===== config.mk =====
export PLATFORM = sky130hd
export DESIGN_NAME = if_stage
export DESIGN_NICKNAME = d
export VERILOG_FILES = /design/src/rtl/if_stage.sv
export SDC_FILE = /design/constraint.sdc
export NUM_CORES = 1
export LEC_CHECK = 0
export CELL_PAD_IN_SITES_DETAIL_PLACEMENT = 1
export CELL_PAD_IN_SITES_GLOBAL_PLACEMENT = 2
export CORE_UTILIZATION = 28
export CTS_CLUSTER_DIAMETER = 40
export DETAILED_ROUTE_END_ITERATION = 16
export GPL_ROUTABILITY_DRIVEN = 0
export HOLD_SLACK_MARGIN = 0.06
export PLACE_DENSITY = 0.83
export SETUP_SLACK_MARGIN = 0.2
export SLEW_MARGIN = 20
export SYNTH_ARGS = -nofsm -noshare
export SYNTH_HDL_FRONTEND = slang
export SYNTH_SLANG_ARGS = --single-unit
export TNS_END_PERCENT = 30

===== constraint.sdc =====
create_clock -name clk -period 6.4 [get_ports clk]
set_input_delay 1.6 -clock clk [delete_from_list [all_inputs] [get_ports clk]]
set_output_delay 1.6 -clock clk [all_outputs]
set_load 0.01 [all_outputs]

===== src/rtl/if_stage.sv =====
// if_stage: MIPS instruction-fetch stage with one outstanding imem request and registered IF/ID outputs.
// Define IF_STAGE_ALIGN_CHECK_EN to raise fetch_fault on a misaligned PC instead of ignoring the low bits.
module if_stage #(
    parameter logic [31:0] RESET_PC = 32'h0000_0000
) (
    input  logic        clk,
    input  logic        rst,
    input  logic        Write,
    input  logic        redirect,
    input  logic [31:0] redirect_pc,
    output logic        imem_req,
    output logic [31:0] imem_addr,
    input  logic        imem_ready,
    input  logic        imem_rvalid,
    input  logic [31:0] imem_rdata,
    output logic [31:0] instruction_out,
    output logic [31:0] PCNow_out,
    output logic [31:0] PCNext4_out,
    output logic        valid_out,
    output logic        fetch_fault
);
    typedef enum logic [1:0] {S_REQ, S_WAIT, S_HOLD} state_t;

    state_t      state_q, state_d;
    logic [31:0] pc_q, pc_d;
    logic        kill_q, kill_d;
    logic [31:0] instr_q, instr_d;
    logic [31:0] pc_now_q, pc_now_d;
    logic [31:0] pc_next4_q, pc_next4_d;
    logic        valid_q, valid_d;
    logic        fault_q, fault_d;
    logic        misaligned;
    logic        accept;

`ifdef IF_STAGE_ALIGN_CHECK_EN
    assign misaligned = (pc_q[1:0] != 2'b00);
`else
    assign misaligned = 1'b0;
`endif

    assign imem_req        = (state_q == S_REQ) && !misaligned && !rst;
    assign imem_addr       = {pc_q[31:2], 2'b00};
    assign accept          = imem_req && imem_ready;
    assign instruction_out = instr_q;
    assign PCNow_out       = pc_now_q;
    assign PCNext4_out     = pc_next4_q;
    assign valid_out       = valid_q;
    assign fetch_fault     = fault_q;

    always_comb begin
        state_d    = state_q;
        pc_d       = pc_q;
        kill_d     = kill_q;
        instr_d    = instr_q;
        pc_now_d   = pc_now_q;
        pc_next4_d = pc_next4_q;
        valid_d    = valid_q;
        fault_d    = fault_q;
        case (state_q)
            S_REQ: begin
                if (redirect) begin
                    // A redirect also releases a sitting fault presentation.
                    pc_d       = redirect_pc;
                    instr_d    = 32'h0;
                    pc_now_d   = 32'h0;
                    pc_next4_d = 32'h0;
                    valid_d    = 1'b0;
                    fault_d    = 1'b0;
                    if (accept) begin
                        kill_d  = 1'b1;
                        state_d = S_WAIT;
                    end
                end else if (misaligned) begin
                    fault_d    = 1'b1;
                    valid_d    = 1'b1;
                    instr_d    = 32'h0;
                    pc_now_d   = pc_q;
                    pc_next4_d = pc_q + 32'd4;
                end else if (accept) begin
                    state_d = S_WAIT;
                end
            end
            S_WAIT: begin
                if (redirect) begin
                    pc_d = redirect_pc;
                    if (imem_rvalid) begin
                        kill_d  = 1'b0;
                        state_d = S_REQ;
                    end else begin
                        kill_d = 1'b1;
                    end
                end else if (imem_rvalid) begin
                    if (kill_q) begin
                        kill_d  = 1'b0;
                        state_d = S_REQ;
                    end else begin
                        instr_d    = imem_rdata;
                        pc_now_d   = pc_q;
                        pc_next4_d = pc_q + 32'd4;
                        valid_d    = 1'b1;
                        state_d    = S_HOLD;
                    end
                end
            end
            S_HOLD: begin
                if (redirect || Write) begin
                    pc_d       = redirect ? redirect_pc : pc_q + 32'd4;
                    instr_d    = 32'h0;
                    pc_now_d   = 32'h0;
                    pc_next4_d = 32'h0;
                    valid_d    = 1'b0;
                    state_d    = S_REQ;
                end
            end
            default: state_d = S_REQ;
        endcase
    end

    always_ff @(posedge clk) begin
        if (rst) begin
            state_q    <= S_REQ;
            pc_q       <= RESET_PC;
            kill_q     <= 1'b0;
            instr_q    <= 32'h0;
            pc_now_q   <= 32'h0;
            pc_next4_q <= 32'h0;
            valid_q    <= 1'b0;
            fault_q    <= 1'b0;
        end else begin
            state_q    <= state_d;
            pc_q       <= pc_d;
            kill_q     <= kill_d;
            instr_q    <= instr_d;
            pc_now_q   <= pc_now_d;
            pc_next4_q <= pc_next4_d;
            valid_q    <= valid_d;
            fault_q    <= fault_d;
        end
    end
endmodule

Word level (Yosys, flattened, before mapping)
Index checks and enable logic that the tools add are counted.
{"block": "classes", "addsub": 1, "n_reduce_logical": 13, "n_mux": 37, "eq_ne": 10}
{"op": "two-way mux 32 bit", "n": 14}
{"op": "case mux 32 bit (3 select lines)", "n": 3}
{"op": "case mux 32 bit (2 select lines)", "n": 1}
{"op": "adder 32 x 3 -> 32 bit, second input constant", "n": 1}
{"op": "two-way mux 2 bit", "n": 6}
{"op": "inequality test 2 bit, second input constant", "n": 6}
{"op": "two-way mux 1 bit", "n": 10}
{"op": "case mux 2 bit (3 select lines)", "n": 1}
{"op": "AND reduction 3 bit", "n": 2}
{"op": "AND reduction 6 bit", "n": 1}
{"op": "AND reduction 4 bit", "n": 1}
{"op": "nonzero test 2 bit", "n": 2}
{"op": "inequality test 3 bit, second input constant", "n": 1}
{"op": "case mux 1 bit (3 select lines)", "n": 1}
{"op": "nonzero test 3 bit", "n": 1}
{"op": "== test 2 x 1 -> 1 bit, second input constant", "n": 1}
{"op": "== test 2 bit, second input constant", "n": 1}
{"op": "logical AND 1 bit", "n": 2}
{"op": "zero test 2 bit", "n": 1}
{"op": "inequality test 2 x 1 -> 1 bit, second input constant", "n": 1}
{"op": "case mux 1 bit (2 select lines)", "n": 1}
{"op": "OR reduction 2 bit", "n": 1}
{"op": "zero test 1 bit", "n": 1}
{"op": "logical OR 1 bit", "n": 1}
{"block": "word_totals", "regBits": 132, "in_bits": 70, "wordCells": 68}

Longest topological paths before layout
{"block": "logic_depth", "depth_word": 6, "ltp_mapped": 9, "mapped_depth_nobuf": 6}

Worst setup path before layout
No wires, ideal clock.
{"block": "synth_path", "kind": "input-to-output", "from": "in rst", "to": "out imem_req", "required_ns": 4.800, "arrival_ns": 2.160, "path_stages": 3, "slack_ns": 2.640, "n_path_buf": 2, "path_cell_list": "buf_6 -> clkbuf_1 -> nor3_1"}
{"block": "synth_via", "elab_chain_cells": 2}
{"element": "start: declaration", "line_no": "7", "source": "input logic rst,"}
{"element": "zero test 1 bit", "line_no": "41", "source": "assign imem_req = (state_q == S_REQ) && !misaligned && !rst;"}
{"element": "logical AND 1 bit", "line_no": "41"}
{"element": "end: declaration", "line_no": "11", "source": "output logic imem_req,"}
Every way passes these cells.

Final worst setup path
Same ends and word-level chain as after synthesis.

==> metrics.txt <==
outcome=finished clean; Lkg Pwr=between 0.003 and 0.004 µW; PwrDens=approximately 240 nW/µm²; Post-Syn Area per Cell=7.99 µm²; MaxCap Viol Count=0; Post-Route WL=21800 µm; die footprint=23000 µm²; share of layout cells above drive strength 1=under 10%; slew margin rel.=between 30% and 40%; Synth Flop Type=dfxtp_1; Post-synth EDFFs=0; P_int=between 1500 and 2000 µW; global-route wire length before repair=around 34000 µm; crit end category=output pin; met1 GRT Util=a little over a quarter; Post-Synthesis Cells=786; largest net degree at the start of global routing=about 80; Root Buffer=clkbuf_16; switching power total=525 µW; Worst Tran Pin Value=1.00 ns; Die W=about 150 µm; number of hold buffers added after CTS=0; DRT Pass-1 Iters=4; hpwl dp=approximately 15000 µm; CP Data Required Time=~4.8 ns; CORE AREA=about 22000 µm²; final worst path period share=about two thirds; crit start category=primary input; crit path cell chain=buf_4 -> nor3_1 -> clkdlybuf4s50_1; initial antenna violation count=0; clock power share=45.1%; maximum clock rate=~0.24 GHz; fillers=2600; postcts setup bufs=0; clock buffer depth=2; fin worst setup slack=roughly 2.2 ns; flops & latches, synth=130; clk_lat worst skew=0.41 ns; met3 GRT Util=under 10%; Post-synth ARST share=0%; largest fanout on the critical path=38; Overflow after GRT=0; skew final=slightly above 0.009 ns; Sink Count=130; total number of H-tree levels=4; GRT Max-Usage Layer=met2; setup TNS=0 ns; Starting Density=28.7%; DRC Markers=0; HP Class=flop to flop; Clock transition at path regs=0.05 ns; Layout Area Growth over Synthesis=37.9%; cell depth of the worst flop-to-flop path=6; PortBufs=around 200; mapped cell area=around 6300 µm²; Critical-path top delay cell=clkdlybuf4s50_1; cts bufs inserted=17; final hold vios=0; largest incremental delay on the critical path=about 0.58 ns; Max IR drop VDD=0.000147 V; Final nets=approximately 980; Top Ports=approximately 200; Hold Crit Depth=2; Setup Viol. Count Final=0; vias in the first global route=between 5000 and 6000; overall power=roughly 2000 µW; fin crit period=4.24 ns; Crit Path Category=primary input to output pin; met2 Use GR=between 20 and 30%; most frequent cells in the layout=196 x clkdlybuf4s50_1, 130 x dfxtp_1, 116 x nand2_1, 101 x a21oi_1, 80 x nand3_1; initial detailed-routing violation count=around 310; sequential-to-total area share from yosys stat=between 40% and 50%; Synth cell types=a little under 70; Sw Share=25.7%; Comb power frac=12.2%; antenna-violating nets left=0; die height=approximately 150 µm; unrepaired setup endpoints after global routing=no; most common cell after layout, fill and taps aside=clkdlybuf4s50_1; Yosys Warn Count=0; CTS tree=built; WL per Instance=18.2 µm; Max Slew Vio Count=0; mean number of vias per cell=slightly above 5; worst path arrival time=roughly 2.6 ns; post-CTS resize count=0; Seq pwr share=a little over two fifths; total track usage=19.3%; DR vias=slightly above 6000; number of diodes=0; pre-CTS setup slack=2.03 ns; Rows=54; Hold WS=between 0.4 and 0.5 ns
area by class of cell:
| class | count | area, µm² | area share (%) |
|---|---|---|---|
| Inverter | 5 | 18.8 | 0.217 |
| Clock buffer | 25 | 495 | 5.72 |
| Clock inverter | 5 | 52.6 | 0.607 |
| Sequential cell | 130 | 2600 | 30.1 |
| Multi-Input combinational cell | 546 | 3070 | 35.5 |
| Tap cell | 280 | 350 | 4.05 |
| Timing Repair Buffer | 208 | 2060 | 23.8 |
cells by family after synthesis:
| group | Yosys count | synth area share [%] |
|---|---|---|
| adder cells (fa/ha/maj) | 1 | 0.199 |
| XOR/XNOR | 25 | 3.49 |
| AO/OA/AOI/OAI | 193 | 18.8 |
| flip-flops | 130 | 41.5 |
| other | 1 | 0.0597 |
| AND/OR/NAND/NOR | 315 | 24.3 |
| multiplexers | 9 | 1.49 |
| buffers and inverters | 112 | 10.2 |
synthesized netlist by cell type, drive strengths merged (6+ instances only):
cell type  number  area [µm²]
a21oi         102         510
a22o           19         166
a22oi           9        67.6
a31oi          10        62.6
and3            7        47.5
buf            61         422
clkbuf         45         189
dfxtp         130        2600
mux2i           6        60.1
nand2         116         435
nand3          80         400
nand3b          6        45.0
nand4          10        83.8
nor2           43         161
nor3           15        75.1
nor4            9        56.3
o21ai          19        95.1
xnor2          10        87.6
xor2           15         131
power groups by stage:
stage / registers (µW) / clock network, µW / logic, µW
3_3_place_gp: 892 / 0 / 250
6_report: 875 / 922 / 249
5_1_grt: 879 / 981 / 273
2_1_floorplan: 872 / 0 / 152
4_1_cts: 875 / 951 / 252
3_5_place_dp: 892 / 0 / 251
worst max-delay path, delay by kind of cell:
kind,cells,cell delay [ns]
simple gates,1,0.19
buf+inv,2,0.84
sequential cells by signal (all words and copies together), names as in the netlist:
name             cells
instruction_out     32
PCNext4_out         30
kill_q               1
state_q              2
PCNow_out           32
pc_q                32
valid_out            1
path summary, 6_finish.rpt:
path | end | slack [ns] | from
max reg2reg | PCNext4_out[2] | 3.73 | state_q[1]
min | instruction_out[14] | 0.45 | instruction_out[14]
max | imem_req | 2.16 | rst
min reg2reg | instruction_out[14] | 0.45 | instruction_out[14]
layer usage:
metal	up-vias	part of all wire, %
met5	-	0
met4	0	0.92
met3	13	6.3
met2	152	44
met1	2949	49
li1	2963	-
metrics by stage:
step | utilization [%] | area (µm²) | cells
3_3_place_gp | 37.0 | 8110 | 1169
4_1_cts | 39.5 | 8660 | 1199
3_5_place_dp | 37.0 | 8110 | 1169
2_1_floorplan | - | 6290 | 788
5_1_grt | 39.5 | 8660 | 1199
6_report | 39.5 | 8660 | 1199
No activity file was read; power rests on OpenSTA's default activity.
